<file path="config.mk">
export PLATFORM = sky130hd
export DESIGN_NAME = wb_interconnect
export DESIGN_NICKNAME = d
export VERILOG_FILES = /design/src/rtl/wb_interconnect.sv
export SDC_FILE = /design/constraint.sdc
export NUM_CORES = 1
export LEC_CHECK = 0
export ABC_AREA = 1
export CAP_MARGIN = 20
export CORE_AREA = 5 5 132 134
export CTS_BUF_LIST = sky130_fd_sc_hd__clkbuf_4
export DETAILED_ROUTE_END_ITERATION = 7
export DIE_AREA = 0 0 137 139
export PLACE_DENSITY = 0.82
export SLEW_MARGIN = 20
export SYNTH_ARGS = -nofsm -noshare
export SYNTH_HDL_FRONTEND = slang
export SYNTH_SLANG_ARGS = --single-unit
export TNS_END_PERCENT = 100
</file>
<file path="constraint.sdc">
create_clock -name clk -period 2.3 [get_ports clk]
set_input_delay 0.46 -clock clk [delete_from_list [all_inputs] [get_ports clk]]
set_output_delay 0.46 -clock clk [all_outputs]
set_load 0.02 [all_outputs]
</file>
<file path="src/rtl/wb_interconnect.sv">
// Single-master, N-slave pipelined Wishbone decoder and response mux.
// Unmapped or timed-out accesses end in a one-cycle bus error and set a sticky exception.
module wb_interconnect #(
    parameter int unsigned NSLAVES    = 4,
    parameter int unsigned ADDR_WIDTH = 32,
    parameter int unsigned DATA_WIDTH = 32,
    parameter logic [NSLAVES*ADDR_WIDTH-1:0] SLAVE_BASE =
        {32'hc0000000, 32'hb0008000, 32'hb0000000, 32'h00000000},
    parameter logic [NSLAVES*ADDR_WIDTH-1:0] SLAVE_MASK =
        {32'hffff0000, 32'hffff8000, 32'hffff8000, 32'h00000000},
    parameter int unsigned TIMEOUT    = 255
) (
    input  logic                          clk,
    input  logic                          reset,
    input  logic                          i_wb_cyc,
    input  logic                          i_wb_stb,
    input  logic                          i_wb_we,
    input  logic [ADDR_WIDTH-1:0]         i_wb_addr,
    input  logic [DATA_WIDTH-1:0]         i_wb_data,
    input  logic [1:0]                    i_wb_width,
    output logic [DATA_WIDTH-1:0]         o_wb_data,
    output logic                          o_wb_ack,
    output logic                          o_wb_stl,
    output logic                          o_wb_err,
    output logic [NSLAVES-1:0]            o_s_cyc,
    output logic [NSLAVES-1:0]            o_s_stb,
    output logic                          o_s_we,
    output logic [ADDR_WIDTH-1:0]         o_s_addr,
    output logic [DATA_WIDTH-1:0]         o_s_data,
    output logic [1:0]                    o_s_width,
    input  logic [NSLAVES*DATA_WIDTH-1:0] i_s_data,
    input  logic [NSLAVES-1:0]            i_s_ack,
    input  logic [NSLAVES-1:0]            i_s_stl,
    input  logic                          i_clr_exc,
    output logic                          o_exception,
    output logic [ADDR_WIDTH-1:0]         o_err_addr
);

    localparam int unsigned SW = (NSLAVES > 1) ? $clog2(NSLAVES) : 1;

    typedef enum logic [1:0] {S_IDLE, S_WAIT, S_ERR} state_t;

    state_t                  r_state;
    logic [SW-1:0]           r_sel;
    logic [15:0]             r_timer;
    logic [ADDR_WIDTH-1:0]   r_req_addr;
    logic [ADDR_WIDTH-1:0]   r_err_addr;
    logic                    r_exc;

    logic [NSLAVES-1:0]      w_match;
    logic [NSLAVES-1:0]      w_idx_oh;
    logic [NSLAVES-1:0]      w_sel_oh;
    logic                    w_hit;
    logic [SW-1:0]           w_idx;
    logic                    w_idx_stl;
    logic                    w_sel_ack;
    logic [DATA_WIDTH-1:0]   w_sel_data;

    assign o_s_we      = i_wb_we;
    assign o_s_addr    = i_wb_addr;
    assign o_s_data    = i_wb_data;
    assign o_s_width   = i_wb_width;
    assign o_exception = r_exc;
    assign o_err_addr  = r_err_addr;

    // Descending scan so the lowest matching port is the one left in w_idx.
    always_comb begin
        w_match = '0;
        w_hit   = 1'b0;
        w_idx   = '0;
        for (int unsigned k = 0; k < NSLAVES; k++) begin
            if (SLAVE_MASK[k*ADDR_WIDTH +: ADDR_WIDTH] != '0 &&
                (i_wb_addr & SLAVE_MASK[k*ADDR_WIDTH +: ADDR_WIDTH]) ==
                SLAVE_BASE[k*ADDR_WIDTH +: ADDR_WIDTH])
                w_match[k] = 1'b1;
        end
        for (int unsigned k = NSLAVES; k > 0; k--) begin
            if (w_match[k-1]) begin
                w_hit = 1'b1;
                w_idx = SW'(k - 1);
            end
        end
    end

    always_comb begin
        w_idx_oh   = '0;
        w_sel_oh   = '0;
        w_idx_stl  = 1'b0;
        w_sel_ack  = 1'b0;
        w_sel_data = '0;
        for (int unsigned k = 0; k < NSLAVES; k++) begin
            if (w_idx == SW'(k)) begin
                w_idx_oh[k] = w_hit;
                w_idx_stl   = i_s_stl[k];
            end
            if (r_sel == SW'(k)) begin
                w_sel_oh[k] = 1'b1;
                w_sel_ack   = i_s_ack[k];
                w_sel_data  = i_s_data[k*DATA_WIDTH +: DATA_WIDTH];
            end
        end
    end

    always_comb begin
        o_s_cyc   = '0;
        o_s_stb   = '0;
        o_wb_stl  = 1'b0;
        o_wb_ack  = 1'b0;
        o_wb_err  = 1'b0;
        o_wb_data = '0;
        case (r_state)
            S_IDLE: begin
                o_s_cyc  = {NSLAVES{i_wb_cyc}} & w_match;
                o_s_stb  = {NSLAVES{i_wb_cyc & i_wb_stb}} & w_idx_oh;
                o_wb_stl = w_hit & w_idx_stl;
            end
            S_WAIT: begin
                o_s_cyc  = {NSLAVES{i_wb_cyc}} & w_sel_oh;
                o_wb_stl = 1'b1;
                if (i_wb_cyc && w_sel_ack) begin
                    o_wb_ack  = 1'b1;
                    o_wb_data = w_sel_data;
                end
            end
            S_ERR: begin
                o_wb_err = 1'b1;
                o_wb_stl = 1'b1;
            end
            default: ;
        endcase
        // Strobes and responses are suppressed while reset is asserted.
        if (!reset) begin
            o_s_cyc   = '0;
            o_s_stb   = '0;
            o_wb_ack  = 1'b0;
            o_wb_err  = 1'b0;
            o_wb_data = '0;
        end
    end

    always_ff @(posedge clk) begin
        if (!reset) begin
            r_state    <= S_IDLE;
            r_sel      <= '0;
            r_timer    <= '0;
            r_req_addr <= '0;
            r_err_addr <= '0;
            r_exc      <= 1'b0;
        end else begin
            case (r_state)
                S_IDLE: begin
                    if (i_wb_cyc && i_wb_stb) begin
                        if (!w_hit) begin
                            r_err_addr <= i_wb_addr;
                            r_state    <= S_ERR;
                        end else if (!w_idx_stl) begin
                            r_sel      <= w_idx;
                            r_timer    <= '0;
                            r_req_addr <= i_wb_addr;
                            r_state    <= S_WAIT;
                        end
                    end
                end
                S_WAIT: begin
                    r_timer <= r_timer + 16'd1;
                    if (!i_wb_cyc || w_sel_ack) begin
                        r_state <= S_IDLE;
                    end else if (r_timer == 16'(TIMEOUT - 1)) begin
                        r_err_addr <= r_req_addr;
                        r_state    <= S_ERR;
                    end
                end
                S_ERR: r_state <= S_IDLE;
                default: r_state <= S_IDLE;
            endcase
            if (r_state == S_ERR)
                r_exc <= 1'b1;
            else if (i_clr_exc)
                r_exc <= 1'b0;
        end
    end

endmodule

</file>
==> impl_metrics.env <==
export IMPL_critPathRequiredTime_ns=1.84
export IMPL_die_area_mm2=0.01904
export IMPL_cts_reportedPaths_clkPinSlew_ns=0.17
export IMPL_worstPathArrival_ns=2.15
export IMPL_rows=47
export IMPL_synth_cell_area_mm2=0.005773
export IMPL_fin_crit_ns=2.605
export IMPL_synth_nets=1096
export IMPL_finalClockSkew_ns=0.02255
export IMPL_cts_root_buf="clkbuf_4"
export IMPL_clock_fmax_ghz=0.3839
export IMPL_setup_violations=33
export IMPL_viasPerCell=5.058
export IMPL_overflow=0
export IMPL_area_growth_pct=80.82
export IMPL_status="finished with violations"
export IMPL_ant_nets=0
export IMPL_groute_usage_overall=0.2466
export IMPL_dpl_cell_area_mm2=0.009110
export IMPL_ys_flop_type="dfxtp_1"
export IMPL_hold_viol=0
export IMPL_hold_path_class="input pin to flip-flop"
export IMPL_synth_edf_count=0
export IMPL_numCtsBuffers=9
export IMPL_ys_seq_area_frac=0.2948
export IMPL_finalPower_mw=5.729
export IMPL_initial_core_util=0.3570
export IMPL_vias=7355
export IMPL_grt_max_degree=66
export IMPL_crit_type="flip-flop to primary output"
export IMPL_ioPinCount=351
export IMPL_violations="setup timing"
export IMPL_cts_tree="built"
export IMPL_grt_pass1_wl_mm=37.23
export IMPL_place_ws_ns=-0.8450
export IMPL_drt_wl_total_mm=26.54
export IMPL_cp_max_fo=7
export IMPL_yosysWarningCount=0
export IMPL_ys_ff_latch=85
export IMPL_clk_latency_ns=0.48
export IMPL_fp_dieW_um=137
export IMPL_route_detailed_drc=0
export IMPL_r2r_end="o_err_addr[14]"
export IMPL_grt_pass1_vias=7002
export IMPL_nNetsFinal=1442
export IMPL_r2r_start="r_state[1]"
export IMPL_ys_async_sr_fraction=0
export IMPL_max_vdd_ir_drop_mv=0.5935
export IMPL_cp_end_kind="primary output"
export IMPL_drv_slew=0
export IMPL_cts_htree_levels=3
export IMPL_worst_slew_pin_slew_ns=0.6641
export IMPL_whs_ns=0.3685
export IMPL_maxCapViolations=0
export IMPL_start_kind="flip-flop"
export IMPL_cellPowerDensity_mw_per_mm2=548.8
export IMPL_wl_per_cell_um=18.25
export IMPL_worstSetupEndpoint="o_wb_data[21]"
export IMPL_io_buffers=279
export IMPL_core_area_mm2=0.01617
export IMPL_r2r_slack_ns=0.15
export IMPL_min_period_over_period=1.133
export IMPL_netlist_instances=882
export IMPL_clock_sinks=85
export IMPL_setup_slack_ns=-0.3051
export IMPL_design_area_mm2=0.01044
export IMPL_syn_avg_cell_area_um2=6.545
export IMPL_rsz0062_at_grt="yes"
export IMPL_fin_util=0.6455
export IMPL_routabilityCongestion=0.8554
export IMPL_die_h_um=139
export IMPL_antenna_found_initial=1
export IMPL_dp_hpwl_mm=18.72
export IMPL_dr_pass1_iters=5
export IMPL_cts_path_max_buffers=2
export IMPL_startpoint="r_sel[1]"
export IMPL_ff2ff_path_depth=10
export IMPL_layout_drive_gt1_share=0.3090
export IMPL_synth_distinct_cells=37
export IMPL_slew_headroom=0.5532
export IMPL_nFillCells=1297
export IMPL_drtIter0Drc=482
export IMPL_p_leak_nw=4.430
-- critical path, cell delays in order (launching register included) --
cell	delay [ns]
dfxtp_4	0.41
nor2_4	0.13
buf_6	0.10
inv_1	0.05
buf_12	0.14
clkbuf_4	0.16
o22ai_1	0.19
o21ai_0	0.12
o21ai_1	0.17
nor2_4	0.07
buf_6	0.13
-- power breakdown --
| group | internal, mW | leakage, nW | switching (mW) |
|---|---|---|---|
| Combinational | 1.43 | 3.66 | 1.52 |
| Sequential | 1.73 | 0.695 | 0.150 |
| Clock | 0.257 | 0.0748 | 0.648 |
| Total | 3.41 | 4.43 | 2.31 |
-- how the worst min path moves through the flow --
stage	start	end	cells after the start
after floorplan	r_req_addr[16]	r_req_addr[16]	2
after global placement	r_req_addr[27]	r_req_addr[27]	2
after detailed placement	r_req_addr[19]	r_req_addr[19]	2
after CTS	reset	r_timer[1]	4
after global routing	i_wb_addr[15]	r_req_addr[15]	4
final	i_wb_addr[15]	r_req_addr[15]	4
-- cell families (layout without fill, tap and decap cells) --
| logic type | after synthesis | count (layout) | share of synthesized area |
|---|---|---|---|
| AOI/OAI and AO/OA | 195 | 195 | 0.1925 |
| xor gates and xnor gates | 13 | 13 | 0.01972 |
| adders and majority gates | 6 | 6 | 0.01300 |
| buffers and inverters | 196 | 547 | 0.1838 |
| DFF | 85 | 85 | 0.2948 |
| muxes | 7 | 7 | 0.01214 |
| other | 1 | 2 | 0.0006496 |
| and+or+nand+nor | 379 | 379 | 0.2835 |
-- cells in the mapped netlist, types with 6 or more instances --
cell type    n  share of area
mux2i_1      7          0.012
a221oi_1    18          0.027
clkbuf_1    27          0.018
nand4_1      8         0.0087
ha_1         6          0.013
buf_4       73          0.095
nor2_1     133          0.086
o22ai_1     14          0.015
a211oi_1    17          0.022
inv_1       68          0.044
nor3_1       7         0.0061
a21oi_1     62          0.054
inv_2        8         0.0052
dfxtp_1     85           0.29
o21ai_0     53          0.046
o21ai_1     29          0.025
nand2_1    150          0.098
nand3_1     52          0.045
xor2_1      10          0.015
nor2_2       7         0.0076
buf_2       11         0.0095
-- per-stage QoR --
step	TNS, ns	instances
final	-7.346	1454
after global routing	-11.16	1454
after CTS	-6.584	1422
after detailed placement	-54.85	1364
after global placement	-52.26	1364
after floorplan	0	882
-- cell type report --
class                           instances  area, um^2  share of cell area
Antenna cell                            1       2.502           0.0002397
Clock buffer                            9       67.56            0.006472
Clock inverter                          7       75.07            0.007192
Inverter                               77       309.0             0.02961
Multi-Input combinational cell        601        3620              0.3468
Sequential cell                        85        1712              0.1640
Tap cell                              220       275.3             0.02637
Timing Repair Buffer                  453        4367              0.4183
Timing Repair inverter                  1       11.26            0.001079
-- sequential cells by signal, summed over array words and instances, names as in the netlist --
name and count:
r_sel 2, o_err_addr 32, o_exception 1, r_req_addr 32, r_timer 16, r_state 2
-- per-layer routing --
metal  vias to the layer above  track usage  part of all wire
met3                        59      0.07837             0.094
met4                         0      0.08351             0.034
met1                      3416       0.2855              0.38
met5                         -            0                 0
met2                       349       0.4255              0.49
li1                       3531            -                 -
-- placed cells by master, fill, tap and decap left out, types with 11 or more instances in the layout --
| cell | count |
|---|---|
| buf_12 | 21 |
| inv_2 | 12 |
| nor2_1 | 106 |
| buf_6 | 47 |
| a21oi_1 | 54 |
| a221oi_1 | 16 |
| nand2_1 | 138 |
| nand3_1 | 41 |
| dfxtp_1 | 81 |
| o21ai_0 | 47 |
| buf_4 | 151 |
| clkdlybuf4s50_1 | 219 |
| inv_1 | 57 |
| a211oi_2 | 11 |
| o21ai_1 | 32 |
| nor2_4 | 30 |
-- repair_timing --
action,in CTS,in global routing
hold buffers,0,0
resized for setup,283,149
setup endpoints to repair,64,77
buffers inserted,42,31
pin swaps,25,48
gates cloned,0,1
Power figures use the tool's default switching activity.
